<file path="src/rtl/alu_mul_sequencer_pkg.sv">
// Shared constants for the shift-and-add multiplier: width, ALU opcodes, FSM states.
// Latency: n/a (package). Backpressure: n/a.
// Early-exit build option lives in the top: ALU_MUL_EARLY_EXIT_EN.
package alu_mul_sequencer_pkg;

   localparam int MUL_WIDTH = 32;

   typedef enum logic [3:0] {
      ALU_ADD  = 4'b0000,
      ALU_SUB  = 4'b0001,
      ALU_SLTU = 4'b0010,
      ALU_SLT  = 4'b0011,
      ALU_XOR  = 4'b0100,
      ALU_OR   = 4'b0101,
      ALU_AND  = 4'b0110,
      ALU_SLL  = 4'b0111,
      ALU_SRL  = 4'b1000,
      ALU_SRA  = 4'b1001
   } alu_op_e;

   typedef enum logic [1:0] {
      S_IDLE = 2'b00,
      S_RUN  = 2'b01,
      S_DONE = 2'b10
   } state_e;

endpackage

</file>
<file path="src/rtl/alu_mul_sequencer_if.sv">
// Start/result handshake plus the borrowed-ALU req/gnt port of the multiplier.
// Latency: n/a (wires only). Backpressure: i_ready on the result, i_alu_gnt on each ALU use.
// slave = multiplier side, master = pipeline/arbiter side.
interface alu_mul_sequencer_if
   import alu_mul_sequencer_pkg::*;
#(
   parameter int WIDTH = MUL_WIDTH
);
   logic             i_start;
   logic [WIDTH-1:0] i_op_a;
   logic [WIDTH-1:0] i_op_b;
   logic             o_busy;
   logic             o_valid;
   logic             i_ready;
   logic [WIDTH-1:0] o_result;
   logic             o_alu_req;
   logic             i_alu_gnt;
   logic [3:0]       o_alu_ctrl;
   logic [WIDTH-1:0] o_alu_op_0;
   logic [WIDTH-1:0] o_alu_op_1;
   logic [WIDTH-1:0] i_alu_out;

   modport slave (
      input  i_start, i_op_a, i_op_b, i_ready, i_alu_gnt, i_alu_out,
      output o_busy, o_valid, o_result, o_alu_req, o_alu_ctrl, o_alu_op_0, o_alu_op_1
   );

   modport master (
      output i_start, i_op_a, i_op_b, i_ready, i_alu_gnt, i_alu_out,
      input  o_busy, o_valid, o_result, o_alu_req, o_alu_ctrl, o_alu_op_0, o_alu_op_1
   );
endinterface

</file>
<file path="src/rtl/alu_mul_sequencer.sv">
// Shift-and-add MUL (low WIDTH bits) using the shared ALU for ADDs; optional ALU_MUL_EARLY_EXIT_EN.
// Latency: WIDTH+1 cycles from start with full grant, plus one cycle per withheld grant.
// Backpressure: stalls on missing i_alu_gnt; holds result in DONE until i_ready.
module alu_mul_sequencer
   import alu_mul_sequencer_pkg::*;
#(
   parameter int WIDTH = MUL_WIDTH
) (
   input logic                i_clk,
   input logic                i_rst_n,
   alu_mul_sequencer_if.slave bus
);
   localparam int              CNT_W    = $clog2(WIDTH);
   localparam logic [CNT_W-1:0] LAST_CNT = CNT_W'(WIDTH - 1);

   state_e           state;
   state_e           state_nxt;
   logic [WIDTH-1:0] acc;
   logic [WIDTH-1:0] mcand;
   logic [WIDTH-1:0] mplier;
   logic [CNT_W-1:0] cnt;
   logic             in_run;
   logic             early_exit;
   logic             step;
   logic             last_step;

   assign in_run = (state == S_RUN);
`ifdef ALU_MUL_EARLY_EXIT_EN
   // No set bits left: remaining iterations could not change acc.
   assign early_exit = in_run && (mplier == '0);
`else
   assign early_exit = 1'b0;
`endif
   assign step      = in_run && !early_exit && (!mplier[0] || bus.i_alu_gnt);
   assign last_step = step && (cnt == LAST_CNT);

   always_ff @(posedge i_clk or negedge i_rst_n) begin
      if (!i_rst_n) begin
         state <= S_IDLE;
      end else begin
         state <= state_nxt;
      end
   end

   always_comb begin
      state_nxt = state;
      case (state)
         S_IDLE:  if (bus.i_start) state_nxt = S_RUN;
         S_RUN:   if (early_exit || last_step) state_nxt = S_DONE;
         S_DONE:  if (bus.i_ready) state_nxt = S_IDLE;
         default: state_nxt = S_IDLE;
      endcase
   end

   always_ff @(posedge i_clk or negedge i_rst_n) begin
      if (!i_rst_n) begin
         acc    <= '0;
         mcand  <= '0;
         mplier <= '0;
         cnt    <= '0;
      end else if (state == S_IDLE && bus.i_start) begin
         acc    <= '0;
         mcand  <= bus.i_op_a;
         mplier <= bus.i_op_b;
         cnt    <= '0;
      end else if (step) begin
         if (mplier[0]) acc <= bus.i_alu_out;
         mcand  <= mcand << 1;
         mplier <= mplier >> 1;
         cnt    <= cnt + 1'b1;
      end
   end

   always_comb begin
      bus.o_busy     = (state != S_IDLE);
      bus.o_valid    = (state == S_DONE);
      bus.o_result   = (state == S_DONE) ? acc : '0;
      bus.o_alu_req  = in_run && mplier[0];
      bus.o_alu_ctrl = ALU_ADD;
      // Operands are quiet unless we actually hold a request on the ALU mux.
      bus.o_alu_op_0 = bus.o_alu_req ? acc   : '0;
      bus.o_alu_op_1 = bus.o_alu_req ? mcand : '0;
   end

endmodule

</file>
<file path="src/flat_wrapper.sv">
// flat-port wrapper written by rule: the top's interface ports become plain ports
module alu_mul_sequencer_flat import alu_mul_sequencer_pkg::*;
#(
   parameter int WIDTH = MUL_WIDTH
)
  (i_clk, i_rst_n, bus_i_start, bus_i_op_a, bus_i_op_b, bus_i_ready, bus_i_alu_gnt, bus_i_alu_out, bus_o_busy, bus_o_valid, bus_o_result, bus_o_alu_req, bus_o_alu_ctrl, bus_o_alu_op_0, bus_o_alu_op_1);
  alu_mul_sequencer_if #(.WIDTH(WIDTH)) bus_i ();
  input logic i_clk;
  input logic i_rst_n;
  input wire logic [$bits(bus_i.i_start)-1:0] bus_i_start;
  input wire logic [$bits(bus_i.i_op_a)-1:0] bus_i_op_a;
  input wire logic [$bits(bus_i.i_op_b)-1:0] bus_i_op_b;
  input wire logic [$bits(bus_i.i_ready)-1:0] bus_i_ready;
  input wire logic [$bits(bus_i.i_alu_gnt)-1:0] bus_i_alu_gnt;
  input wire logic [$bits(bus_i.i_alu_out)-1:0] bus_i_alu_out;
  output wire logic [$bits(bus_i.o_busy)-1:0] bus_o_busy;
  output wire logic [$bits(bus_i.o_valid)-1:0] bus_o_valid;
  output wire logic [$bits(bus_i.o_result)-1:0] bus_o_result;
  output wire logic [$bits(bus_i.o_alu_req)-1:0] bus_o_alu_req;
  output wire logic [$bits(bus_i.o_alu_ctrl)-1:0] bus_o_alu_ctrl;
  output wire logic [$bits(bus_i.o_alu_op_0)-1:0] bus_o_alu_op_0;
  output wire logic [$bits(bus_i.o_alu_op_1)-1:0] bus_o_alu_op_1;
  assign bus_i.i_start = bus_i_start;
  assign bus_i.i_op_a = bus_i_op_a;
  assign bus_i.i_op_b = bus_i_op_b;
  assign bus_i.i_ready = bus_i_ready;
  assign bus_i.i_alu_gnt = bus_i_alu_gnt;
  assign bus_i.i_alu_out = bus_i_alu_out;
  assign bus_o_busy = bus_i.o_busy;
  assign bus_o_valid = bus_i.o_valid;
  assign bus_o_result = bus_i.o_result;
  assign bus_o_alu_req = bus_i.o_alu_req;
  assign bus_o_alu_ctrl = bus_i.o_alu_ctrl;
  assign bus_o_alu_op_0 = bus_i.o_alu_op_0;
  assign bus_o_alu_op_1 = bus_i.o_alu_op_1;
  alu_mul_sequencer #(.WIDTH(WIDTH)) u_core (.i_clk(i_clk), .i_rst_n(i_rst_n), .bus(bus_i));
endmodule
</file>
<file path="config.mk">
export PLATFORM = sky130hd
export DESIGN_NAME = alu_mul_sequencer_flat
export DESIGN_NICKNAME = d
export VERILOG_FILES = /design/src/rtl/alu_mul_sequencer_pkg.sv /design/src/rtl/alu_mul_sequencer_if.sv /design/src/rtl/alu_mul_sequencer.sv /design/src/flat_wrapper.sv
export SDC_FILE = /design/constraint.sdc
export NUM_CORES = 1
export LEC_CHECK = 0
export CAP_MARGIN = 20
export CORE_MARGIN = 2
export CORE_UTILIZATION = 45
export CTS_BUF_LIST = sky130_fd_sc_hd__clkbuf_8
export DETAILED_ROUTE_END_ITERATION = 10
export DONT_BUFFER_PORTS = 1
export SYNTH_ARGS = -nofsm -noshare
export SYNTH_HDL_FRONTEND = slang
export SYNTH_SLANG_ARGS = --single-unit
</file>
<file path="constraint.sdc">
create_clock -name i_clk -period 1.8 [get_ports i_clk]
set_clock_uncertainty 0.15 [all_clocks]
set_input_delay 0.54 -clock i_clk [delete_from_list [all_inputs] [get_ports i_clk]]
set_output_delay 0.54 -clock i_clk [all_outputs]
set_load 0.01 [all_outputs]
</file>
==> results of run 1 <==
## per-stage QoR
stage	util (%)	power, mW	std cells	instance area (µm²)
6_report	60.4	10.7	613	6540
5_1_grt	60.4	11.2	613	6540
4_1_cts	56.6	10.1	594	6140
2_1_floorplan	-	6.92	451	5370
3_3_place_gp	50.3	7.56	557	5450
3_5_place_dp	50.4	7.69	558	5470
## final cells by class
type / count / area [µm²]
inverter: 2 / 7.51
tap: 140 / 175
clock buffer: 11 / 151
clock inverter: 4 / 45.0
timing repair buffer: 63 / 978
sequential: 103 / 2580
multi-input combinational: 290 / 2610
fill: 881 / 4300
## per-layer routing
metal,vias up,wire length (µm)
li1,1754,-
met1,2045,6280
met2,173,7870
met3,16,1200
met4,0,263
met5,-,0
## flip-flops by register name (all words and copies together) (netlist names)
signal	count
u_core.mcand	32
u_core.cnt	5
u_core.mplier	32
u_core.acc	32
u_core.state	2
## worst register-to-register path, delay by kind of cell, from the launching register on
kind            cells  cell delay, ps
buf+inv             7             950
flops               1             420
compound gates      2             410
simple gates        1             150
## worst paths after layout
check                                   from  cells after the start                  to  slack, ps
min reg2reg                    u_core.cnt[3]                      1       u_core.cnt[3]        340
max in group asynchronous            i_rst_n                      0    u_core.mcand[21]       1630
min in group i_clk         bus_i_alu_out[27]                      1      u_core.acc[27]        160
max                          u_core.state[1]                      5  bus_o_alu_op_1[30]       -500
min                                  i_rst_n                      0   u_core.mplier[17]       -290
max reg2reg                  u_core.state[1]                     10   u_core.mplier[21]       -390
## cells in the final DEF (no fill, tap or decap), types with 2 or more instances in the layout
cell       Yosys  final
ha_1           2      2
clkinv_2       0      3
nand2_1        2      2
a22o_1        37     37
buf_4          6     18
and3_4         0     68
a221o_1       61     61
and3_1       125     57
clkbuf_8       0     11
conb_1         1      4
nand3_1        2      2
dfrtp_1      103    101
inv_1          2      2
buf_16         0      8
buf_8          0      7
and2_4         0     33
nor3_1         3      3
buf_6          4     14
buf_12         0      8
nor2_1         4      3
mux2i_1        2      2
clkbuf_16      0      8
dfrtp_2        0      2
nor2b_4        0      2
## what timing repair did
| item | in CTS | in global routing |
|---|---|---|
| cloned | 8 | 12 |
| pin swaps | 3 | 8 |
| setup endpoints to repair | 165 | 172 |
| gates resized for setup | 36 | 50 |
| setup buffers | 14 | 12 |
| hold endpoints to repair | 103 | 103 |
## cells by family (layout without fill, tap and decap cells)
family                   after synthesis  count (layout)  share of synthesized area (%)
other                                  1               4                         0.0752
buffers and inverters                 58              80                           5.72
multiplexers                           2               2                          0.401
AND/OR/NAND/NOR                      179             179                           22.2
flip-flops                           103             103                           51.7
AO/OA/AOI/OAI                        103             103                           19.4
adder cells (fa/ha/maj)                2               2                          0.502
## power groups by stage
stage,clock [mW],sequential [mW],combinational [mW]
after floorplan,0,3.66,3.27
after global placement,0,3.85,3.71
after detailed placement,0,3.85,3.84
after CTS,1.50,3.82,4.78
after global routing,1.61,3.98,5.64
final,1.47,3.88,5.30
==> summary.md, run 1 <==
| Metric | Value |
|---|---|
| Ys async rst share | `100%` |
| Biggest cell delay along the critical path | `420 ps` |
| H-Tree Level Count | `3` |
| Final hold viol count | `103` |
| Vias in the first global route | `3766` |
| CP Capture Type | `primary output` |
| Worst-path cell chain | `buf_6 > nor2b_4 > buf_12 > buf_16 > and3_4` |
| Max Cap Violations | `0` |
| Die height | `109 µm` |
| Layout Nets | `572` |
| Setup ws final | `-499 ps` |
| CP arrival | `1610 ps` |
| Die ar. | `0.0119 mm²` |
| Io pins | `204` |
| Peak supply drop | `830 µV` |
| Crit Path Max Fanout | `26` |
| DP Worst Slack | `-194 ps` |
| Initial antenna violation count | `0` |
| Seq/Total Area, Yosys | `51.7%` |
| Dominant synthesized flop cell | `dfrtp_1` |
| EDFF count, synth | `0` |
| Antenna-violating nets left | `0` |
| Tcrit/Tclk final | `128%` |
| Violated checks | `hold timing, setup timing` |
| Reg clk slew, reported paths | `90 ps` |
| Row count | `38` |
| Syn. warnings | `0` |
| Via count | `3988` |
| Final Slew Violations | `0` |
| Synthesis-stage register bit count | `103` |
| Unique masters post-synth | `29` |
| Post-synth top area cell | `dfrtp_1` |
| Psw | `3.81 mW` |
| CP bufs+invs | `3` |
| Power share of the combinational group | `49.8%` |
| Top cell type's share of synthesized area | `51.7%` |
| Final setup viols | `165` |
| Sw frac | `35.7%` |
| Post-DR wirelength/cell | `25.5 µm` |
| Top-count cell post-synth | `and3_1` |
| Max Clk Rate | `435 MHz` |
| Top post-synthesis cells by area | `dfrtp_1 (52%), and3_1 (16%), a221o_1 (12%), a22o_1 (6.5%), and2_1 (4.1%)` |
| Critical path type | `reg2out` |
| Buffers on Ports | `0` |
| Worst EP required | `1110 ps` |
| Sequential share of power | `36.5%` |
| Worst skew pair latency | `360 ps` |
| Total Routed Length | `15.6 mm` |
| CP top delay family | `buffers and inverters` |
| LEAKAGE | `3.18 nW` |
| Worst hold path type | `in2async` |
| Die width | `109 µm` |
| RSZ-0062 raised after global routing | `true` |
| Met3 GRT Util | `7.53%` |
| Met1 usage | `30.7%` |
| Int Power | `6.85 mW` |
| TritonCTS Buffers | `9` |
| DRC violations left | `0` |
| GRT overflow | `0` |
| GRT Max-Usage Layer | `met2` |
| Worst path slowest cell | `dfrtp_2` |
| Syn Inst Count | `448` |
| Synthesized area | `0.00499 mm²` |
| TNS Setup | `-65740 ps` |
| # diodes | `0` |
| CTS tree | `built` |
| Power share of the clock group | `13.8%` |
| GR Util met2 | `36.8%` |
| RePlAce Congestion | `0.768` |
| Setup crit start kind | `flip-flop` |
| Largest net degree at the start of global routing | `104` |
| Final HPWL DP | `8.47 mm` |
| Drt pass-1 iters | `5` |
| Clock Tree Buf Depth | `2` |
| Status | `finished, violations left` |
| Minimum clock period | `2300 ps` |
| CTS root buffer | `clkbuf_8` |
| Via-to-Cell Ratio | `6.51` |
| Clk sinks | `103` |
| Pwr/cell area | `1630 mW/mm²` |
| Layout cells sized above 1 | `40.2%` |
| Overall routing resource usage | `23.4%` |
| Initial Util | `46.0%` |
| Initial drt markers | `294` |
| Area growth syn-to-layout | `31.2%` |
| Synth cell count leaders | `and3_1 (125), dfrtp_1 (103), a221o_1 (61), a22o_1 (37), clkbuf_1 (34)` |
| Syn Area/Cell | `11.1 µm²` |
| Core Region | `0.0108 mm²` |
| Hold Slack | `-285 ps` |
| First-pass GRT wire length | `21.3 mm` |
No activity file was read; power rests on OpenSTA's default activity.
==> run 2: changes to the inputs <==
--- a/config.mk
+++ b/config.mk
@@ -6,7 +6,7 @@
 export NUM_CORES = 1
 export LEC_CHECK = 0
 export CAP_MARGIN = 20
-export CORE_MARGIN = 2
+export CORE_MARGIN = 4
 export CORE_UTILIZATION = 45
 export CTS_BUF_LIST = sky130_fd_sc_hd__clkbuf_8
 export DETAILED_ROUTE_END_ITERATION = 10
@@ -14,3 +14,4 @@
 export SYNTH_ARGS = -nofsm -noshare
 export SYNTH_HDL_FRONTEND = slang
 export SYNTH_SLANG_ARGS = --single-unit
+export TNS_END_PERCENT = 100
==> run 2 against run 1 <==
  * The run still ends with hold timing, setup timing left
  * Combinational power fell by 5.7%
  * First-iteration DRC count increased by 9.2%
  * Sequential power about the same
  * Sequential share of layout area grew 1.8 points
  * Highest routed layer unchanged
==> summary.md, run 2 (same netlist as run 1, synthesis figures left out) <==
| Metric | Value |
|---|---|
| Setup ws final | `-376 ps` |
| H-Tree Level Count | `3` |
| RSZ-0062 raised after global routing | `true` |
| Via-to-Cell Ratio | `6.42` |
| Peak supply drop | `755 µV` |
| DRC violations left | `0` |
| Die width | `113 µm` |
| Critical path type | `reg2out` |
| Setup crit start kind | `flip-flop` |
| Io pins | `204` |
| Status | `finished, violations left` |
| LEAKAGE | `3.07 nW` |
| CP arrival | `1490 ps` |
| Most common cell after layout, fill and taps aside | `dfrtp_1` |
| Top Registers | `u_core.acc: 32 flops, u_core.mcand: 32 flops, u_core.mplier: 32 flops` |
| Tcrit/Tclk final | `121%` |
| Final Slew Violations | `0` |
| Die ar. | `0.0128 mm²` |
| TritonCTS Buffers | `9` |
| Clock Tree Buf Depth | `2` |
| Layout Nets | `560` |
| RePlAce Congestion | `0.822` |
| Initial drt markers | `321` |
| Layout cells sized above 1 | `30.5%` |
| Largest net degree at the start of global routing | `104` |
| Total Routed Length | `14.6 mm` |
| Buffers on Ports | `0` |
| # diodes | `0` |
| GRT overflow | `0` |
| Multi-input gate area | `0.00250 mm²` |
| Core Region | `0.0108 mm²` |
| Fillers | `906` |
| Worst hold path type | `in2async` |
| Most frequent cells in the layout | `dfrtp_1 (102), and3_4 (64), and3_1 (61), a221o_1 (61), a22o_1 (37)` |
| Antenna-violating nets left | `0` |
| First-pass GRT wire length | `21.3 mm` |
| DP Worst Slack | `-33.4 ps` |
| Final hold viol count | `103` |
| Violated checks | `hold timing, setup timing` |
| Row count | `38` |
| Drt pass-1 iters | `4` |
| CTS root buffer | `clkbuf_8` |
| Worst EP required | `1110 ps` |
| Overall routing resource usage | `20.8%` |
| Max Cap Violations | `0` |
| Minimum clock period | `2180 ps` |
| CP Capture Type | `primary output` |
| Crit Path Max Fanout | `8` |
| Initial Util | `46.0%` |
| Via count | `3863` |
| Area occupied by registers | `0.00258 mm²` |
| TNS Setup | `-46800 ps` |
| Worst skew pair latency | `360 ps` |
| Dpl cells | `555` |
| Area growth syn-to-layout | `25.5%` |
| Pwr/cell area | `1640 mW/mm²` |
| Max Clk Rate | `460 MHz` |
| Fin cells | `602` |
| CP startpoint | `u_core.state[1]` |
| Reg clk slew, reported paths | `100 ps` |
| Post-DR wirelength/cell | `24.2 µm` |
| RR Startpoint | `u_core.state[1]` |
| Final HPWL DP | `8.75 mm` |
| Die height | `113 µm` |
| Initial antenna violation count | `0` |
| Clk sinks | `103` |
| Final setup viols | `197` |
| Hold Slack | `-286 ps` |
| Vias in the first global route | `3740` |
| CTS tree | `built` |
[run 2: changes by cell type in the layout (fill, tap and decap cells not counted), moves of 4 or more]
cell / delta
and2_4: -32
buf_16: -5
buf_8: -6
and2_1: +32
buf_6: -5
and3_4: -4
and3_1: +4
buf_12: +6
[run 2: timing repair]
action / in CTS / in global routing
setup buffers: 6 / 10
endpoints found under the setup margin: 148 / 194
endpoints found under the hold margin: 103 / 103
pin swaps: 5 / 3
cloned: 5 / 10
gates resized for setup: 13 / 12
[run 2: metal layers]
layer | vias up | GRT usage, % | wire, µm
met5 | - | 0 | 0
met4 | 0 | 5.69 | 246
met3 | 21 | 6.63 | 1190
met2 | 175 | 33.6 | 7130
met1 | 1937 | 27.2 | 6020
li1 | 1730 | - | -
[run 2: per-stage QoR]
step	power [mW]	area, µm²	utilization, %
detailed placement	7.82	5510	50.8
floorplan	6.92	5370	-
global placement	7.72	5510	50.8
CTS	9.69	5930	54.7
global route	10.9	6260	57.7
finish	10.3	6260	57.7
[run 2: layout make-up]
cell class	instances	share of cell area (%)
Inverter	2	0.120
Timing Repair Buffer	51	12.7
Clock buffer	12	2.64
Multi-Input combinational cell	290	40.0
Tap cell	140	2.80
Sequential cell	103	41.2
Clock inverter	4	0.480
[run 2: report_power, final]
part	internal, mW	switching, mW	total [mW]	leakage (nW)
registers	3.21	0.654	3.86	1.34
clock network	0.620	0.769	1.39	0.104
logic	2.77	2.23	5.00	1.63
[run 2: path summary, 6_finish.rpt]
check	end	slack, ps	depth (start not counted)
worst max-delay path	bus_o_alu_op_0[31]	-380	4
worst min-delay path	u_core.acc[19]	-290	0
worst max register to register	u_core.mplier[9]	-200	8
worst min register to register	u_core.cnt[3]	320	1
max in group asynchronous	u_core.mcand[0]	1630	0
min in group i_clk	u_core.acc[1]	160	1
[run 2: worst max-delay path: stages (launching register included)]
cell       delay (ps)
dfrtp_1           440
nor2b_4           180
buf_12            170
clkbuf_16         150
and3_4            190
